### config.mk
export PLATFORM = sky130hd
export DESIGN_NAME = egress_counter
export DESIGN_NICKNAME = d
export VERILOG_FILES = /design/src/rtl/egress_counter.sv
export SDC_FILE = /design/constraint.sdc
export NUM_CORES = 1
export LEC_CHECK = 0
export ABC_AREA = 1
export BUFFER_PORTS_ARGS = -buffer_cell sky130_fd_sc_hd__clkbuf_2
export CAP_MARGIN = 40
export CORE_ASPECT_RATIO = 1.2
export CORE_UTILIZATION = 29
export DETAILED_ROUTE_END_ITERATION = 16
export PLACE_DENSITY = 0.47
export SYNTH_ARGS = -nofsm -noshare
export SYNTH_HDL_FRONTEND = slang
export SYNTH_SLANG_ARGS = --single-unit
### constraint.sdc
create_clock -name clk -period 1.8 [get_ports clk]
set_clock_uncertainty 0.2 [all_clocks]
set_input_delay 0.27 -clock clk [delete_from_list [all_inputs] [get_ports clk]]
set_output_delay 0.27 -clock clk [all_outputs]
set_load 0.1 [all_outputs]
### src/rtl/egress_counter.sv
// egress_counter: round-robin drain of destination FIFOs D0/D1, per-port word counters, registered count query.
// Define EGRESS_MISROUTE_CHECK_EN to build the destination-bit check, misroute pulse and cnt_err.
module egress_counter #(
  parameter int BW = 6,
  parameter int CW = 5
) (
  input  logic          clk,
  input  logic          reset,
  input  logic          D0_empty,
  input  logic          D1_empty,
  input  logic [BW-1:0] D0_data_out,
  input  logic [BW-1:0] D1_data_out,
  input  logic          pause,
  input  logic          req,
  input  logic [1:0]    idx,
  output logic          D0_rd,
  output logic          D1_rd,
  output logic [CW-1:0] count_data,
  output logic          count_valid,
  output logic          misroute,
  output logic          idle
);

  typedef enum logic {RUN = 1'b0, HOLD = 1'b1} state_e;

  state_e        state_q, state_d;
  logic          grant_en;
  logic          ptr_q, ptr_d;
  logic          elig0, elig1;
  logic          cap_v_q, cap_sel_q;
  logic [CW-1:0] cnt0_q, cnt0_d;
  logic [CW-1:0] cnt1_q, cnt1_d;
  logic [CW-1:0] err_val;
  logic [CW-1:0] count_data_q, count_data_d;
  logic          count_valid_q;
  logic          unused_data;

  // FSM: state register
  always_ff @(posedge clk or posedge reset) begin
    if (reset) begin
      state_q <= RUN;
    end else begin
      state_q <= state_d;
    end
  end

  // FSM: next state
  always_comb begin
    state_d = state_q;
    case (state_q)
      RUN:     if (pause)  state_d = HOLD;
      HOLD:    if (!pause) state_d = RUN;
      default: state_d = RUN;
    endcase
  end

  // FSM: outputs
  always_comb begin
    grant_en = 1'b0;
    case (state_q)
      RUN:     grant_en = 1'b1;
      default: grant_en = 1'b0;
    endcase
  end

  assign elig0 = ~D0_empty & ~pause & grant_en;
  assign elig1 = ~D1_empty & ~pause & grant_en;

  // Read strobes depend only on flags, pause and ptr so the FIFOs see them in the grant cycle.
  always_comb begin
    D0_rd = 1'b0;
    D1_rd = 1'b0;
    if (elig0 && elig1) begin
      D0_rd = ~ptr_q;
      D1_rd = ptr_q;
    end else begin
      D0_rd = elig0;
      D1_rd = elig1;
    end
  end

  always_comb begin
    ptr_d = ptr_q;
    if (D0_rd) begin
      ptr_d = 1'b1;
    end else if (D1_rd) begin
      ptr_d = 1'b0;
    end
  end

  always_comb begin
    cnt0_d = cnt0_q;
    cnt1_d = cnt1_q;
    if (cap_v_q) begin
      if (cap_sel_q) begin
        cnt1_d = cnt1_q + CW'(1);
      end else begin
        cnt0_d = cnt0_q + CW'(1);
      end
    end
  end

`ifdef EGRESS_MISROUTE_CHECK_EN
  logic          cap_dest;
  logic          mis_det;
  logic [CW-1:0] cnt_err_q, cnt_err_d;
  logic          misroute_q;

  assign cap_dest  = cap_sel_q ? D1_data_out[BW-2] : D0_data_out[BW-2];
  assign mis_det   = cap_v_q & (cap_dest != cap_sel_q);
  assign cnt_err_d = cnt_err_q + CW'(mis_det);

  always_ff @(posedge clk or posedge reset) begin
    if (reset) begin
      cnt_err_q  <= '0;
      misroute_q <= 1'b0;
    end else begin
      cnt_err_q  <= cnt_err_d;
      misroute_q <= mis_det;
    end
  end

  assign misroute = misroute_q;
  assign err_val  = cnt_err_q;
`else
  assign misroute = 1'b0;
  assign err_val  = '0;
`endif

  // Only the destination bit is ever inspected; payload bits pass through untouched.
  assign unused_data = ^{D0_data_out, D1_data_out};

  // Query samples the pre-update counters, so a colliding increment is not yet visible.
  always_comb begin
    count_data_d = count_data_q;
    if (req) begin
      case (idx)
        2'd0:    count_data_d = cnt0_q;
        2'd1:    count_data_d = cnt1_q;
        2'd2:    count_data_d = err_val;
        default: count_data_d = cnt0_q + cnt1_q;
      endcase
    end
  end

  always_ff @(posedge clk or posedge reset) begin
    if (reset) begin
      ptr_q         <= 1'b0;
      cap_v_q       <= 1'b0;
      cap_sel_q     <= 1'b0;
      cnt0_q        <= '0;
      cnt1_q        <= '0;
      count_data_q  <= '0;
      count_valid_q <= 1'b0;
    end else begin
      ptr_q         <= ptr_d;
      cap_v_q       <= D0_rd | D1_rd;
      cap_sel_q     <= D1_rd;
      cnt0_q        <= cnt0_d;
      cnt1_q        <= cnt1_d;
      count_data_q  <= count_data_d;
      count_valid_q <= req;
    end
  end

  assign count_data  = count_data_q;
  assign count_valid = count_valid_q;
  assign idle        = D0_empty & D1_empty & ~cap_v_q;

endmodule

==> results.py <==
metrics = {
    "finish": {
        "multi_input_area_um2": 538,
        "nets": 177,
        "area_growth_pct": 29.3,
        "register_area_um2": 500,
        "antenna_cells": 0,
        "layout_commonest_cell": "nand2_1",
        "final_cell_mix": "nand2_1 (26), dfrtp_1 (20), clkbuf_2 (13)",
        "finalNonFillerCells": 186,
        "drive_gt1_frac": 0.282,
        "fill_cells": 344,
    },
    "clock_network": {
        "numClockSinks": 20,
        "cts.reportedPaths.clkPinSlew_ns": 0.08,
        "clock_path_buffers": 2,
        "cts-root-buf": "clkbuf_8",
        "cts_buffers": 3,
        "cts_tree": "done",
        "h-tree-depth": 1,
        "insertion_delay_ns": 0.26,
        "postCtsSetupBuffers": 0,
    },
    "timing": {
        "period_needed_ns": 1.71,
        "relSlewSlack": 0.641,
        "fin_ws_ns": 0.0939,
        "rsz0062_at_grt": "no",
        "final_min_period_over_clock_period": 0.948,
        "max_freq_ghz": 0.586,
        "finalSetupTns_ns": 0,
        "drv_slew": 0,
        "final_hold_viol_count": 0,
        "setup_violations": 0,
        "max_slew.worst_pin.slew_ns": 0.540,
    },
    "yosys": {
        "synth_top_flop_cell": "dfrtp_1",
        "ys_ff_latch": 20,
        "ys_warn_count": 0,
        "ys_async_sr_fraction": 1.00,
        "netlist_area_um2": 1080,
        "avgSynthCellArea_um2": 8.86,
        "syn_inst": 122,
        "synth_edf_count": 0,
        "syn_nets": 149,
        "yosysUniqueCellTypes": 26,
        "seq_area_frac_synth": 0.463,
    },
    "setup_path": {
        "cp-end-kind": "output pin",
        "crit_fanout": 3,
        "r2r-start": "cnt0_q[0]",
        "r2r-end": "count_data[4]",
        "r2r_cells": 7,
        "crit_path_top_delay_cell": "dfrtp_1",
        "ff2ff_setup_slack_ns": 0.14,
        "critPathLaunchType": "flop",
        "slowest_delay_ns": 0.38,
        "crit_arrival_ns": 1.24,
        "path_cells": "nor2_2, nand2_1, a21oi_4, buf_12",
        "required_ns": 1.33,
        "crit_type": "reg -> out",
    },
    "outcome": {
        "failed_checks": "design-rule violations",
        "status": "finished with violations",
    },
    "floorplanning": {
        "die_area_um2": 3980,
        "die_w_um": 57.7,
        "ios": 30,
        "die_y_um": 68.9,
        "fp-row-count": 23,
        "start_util": 0.313,
        "coreArea_um2": 3450,
    },
    "worst_hold_path": {
        "hold_end": "count_valid",
        "min_path_cells": 1,
        "hold_path_class": "in -> reg",
        "hp-start": "req",
    },
    "placed_design": {
        "hpwl_um": 1760,
        "port_buffers": 16,
        "place_congestion": 0.819,
        "pre_cts_ws_ns": 0.0577,
        "dp_cells": 180,
    },
    "global_route": {
        "grt_max_degree": 21,
        "grt.total_usage": 0.136,
        "antenna_found_initial": 0,
        "grt_pass1_wl_um": 4020,
        "grt_overflow": 0,
        "grt_pass1_vias": 933,
    },
    "route": {
        "postRouteAntennaNets": 0,
        "drtPass1Iterations": 10,
        "viasPerCell": 4.72,
        "route.vias.total": 877,
        "wl_per_cell_um": 12.2,
        "wl_um": 2280,
        "drtIter0Drc": 16,
        "route.detailed.drc": 1,
    },
    "pwr": {
        "p_leak_nw": 0.692,
        "seqPwrFrac": 0.344,
        "p_sw_w": 0.000795,
        "p_comb_frac": 0.471,
        "power.internal_w": 0.00107,
        "swShare": 0.425,
        "p_per_area_nw_per_um2": 1340,
        "irDropWorstVdd_v": 0.000351,
        "pwr-share-clk": 0.185,
    },
    "job": {
        "maxCapViolations": 0,
    },
}
[timing repair]
action | CTS | global route
hold buffers | 2 | 0
hold endpoints to repair | 21 | 0
endpoints found under the setup margin | 0 | 3
gates resized for setup | 0 | 3
[synth_stat cells, types with 2 or more instances]
| cell | n | area (um^2) |
|---|---|---|
| a21oi_1 | 7 | 35.0 |
| a21oi_2 | 2 | 17.5 |
| a31oi_1 | 3 | 18.8 |
| dfrtp_1 | 20 | 500 |
| ha_1 | 6 | 75.1 |
| inv_1 | 11 | 41.3 |
| inv_2 | 4 | 15.0 |
| nand2_1 | 26 | 97.6 |
| nand3_1 | 8 | 40.0 |
| nand4_1 | 2 | 12.5 |
| nor2_1 | 9 | 33.8 |
| nor2_4 | 2 | 22.5 |
| o21ai_1 | 2 | 10.0 |
| xnor2_1 | 4 | 35.0 |
| xor2_1 | 5 | 43.8 |
[how the worst max path moves through the flow]
stage | endpoint | from
6_report | D1_rd | state_q
5_1_grt | D1_rd | state_q
4_1_cts | D1_rd | state_q
3_5_place_dp | count_data[4] | cnt0_q[0]
3_3_place_gp | count_data[4] | cnt0_q[0]
2_1_floorplan | idle | cap_v_q
[critical path: cells and delay by family, from the launching register on]
kind	cells	cell delay, ns
AND/OR/NAND/NOR	2	0.25
flip-flops	1	0.38
buffers and inverters	1	0.19
AO/OA/AOI/OAI	1	0.16
[flip-flops by register name, indices dropped and copies added (netlist names)]
register     flops
cap_sel_q        1
ptr_q            1
cnt1_q           5
count_data       5
cnt0_q           5
count_valid      1
cap_v_q          1
state_q          1
[power groups by stage]
| stage | combinational [W] | clock (W) | sequential [W] |
|---|---|---|---|
| final | 0.000880 | 0.000345 | 0.000643 |
| after floorplan | 0.000378 | 0 | 0.000859 |
| after CTS | 0.000876 | 0.000358 | 0.000641 |
| after detailed placement | 0.000864 | 0 | 0.000649 |
| after global placement | 0.000842 | 0 | 0.000644 |
| after global routing | 0.000969 | 0.000371 | 0.000658 |
[per-layer routing]
| layer | vias to the layer above | global-route usage | share of wire |
|---|---|---|---|
| met3 | 2 | 0.0243 | 0.025 |
| met1 | 418 | 0.141 | 0.42 |
| met4 | 0 | 0.0625 | 0.010 |
| li1 | 443 | - | - |
| met2 | 14 | 0.266 | 0.54 |
| met5 | - | 0 | 0 |
[cells by family (layout without fill, tap and decap cells)]
kind of cell             Yosys count  after routing  synth area share
AO/OA/AOI/OAI                     15             15            0.0822
XOR/XNOR                           9              9            0.0729
adder cells (fa/ha/maj)            7              7            0.0880
buffers and inverters             18             45            0.0671
flip-flops                        20             20             0.463
multiplexers                       1              1            0.0104
other                              1              1           0.00347
AND/OR/NAND/NOR                   51             51             0.213
[through the flow]
step | hold slack [ns] | area, um^2 | total power, W | util
after floorplan | 0.0338 | 1100 | 0.00124 | -
after global placement | 0.0916 | 1320 | 0.00149 | 0.381
final | 0.0523 | 1400 | 0.00187 | 0.405
after global routing | 0.0594 | 1400 | 0.00200 | 0.405
after CTS | 0.0529 | 1390 | 0.00188 | 0.403
after detailed placement | 0.0925 | 1320 | 0.00151 | 0.381
[area by class of cell]
| class | instances | area share |
|---|---|---|
| clock buffers | 4 | 0.0394 |
| inverters | 16 | 0.0430 |
| multi-input cells | 84 | 0.385 |
| flip-flops and latches | 20 | 0.358 |
| well taps | 37 | 0.0331 |
| repair buffers | 25 | 0.141 |
Power figures use the tool's default switching activity.
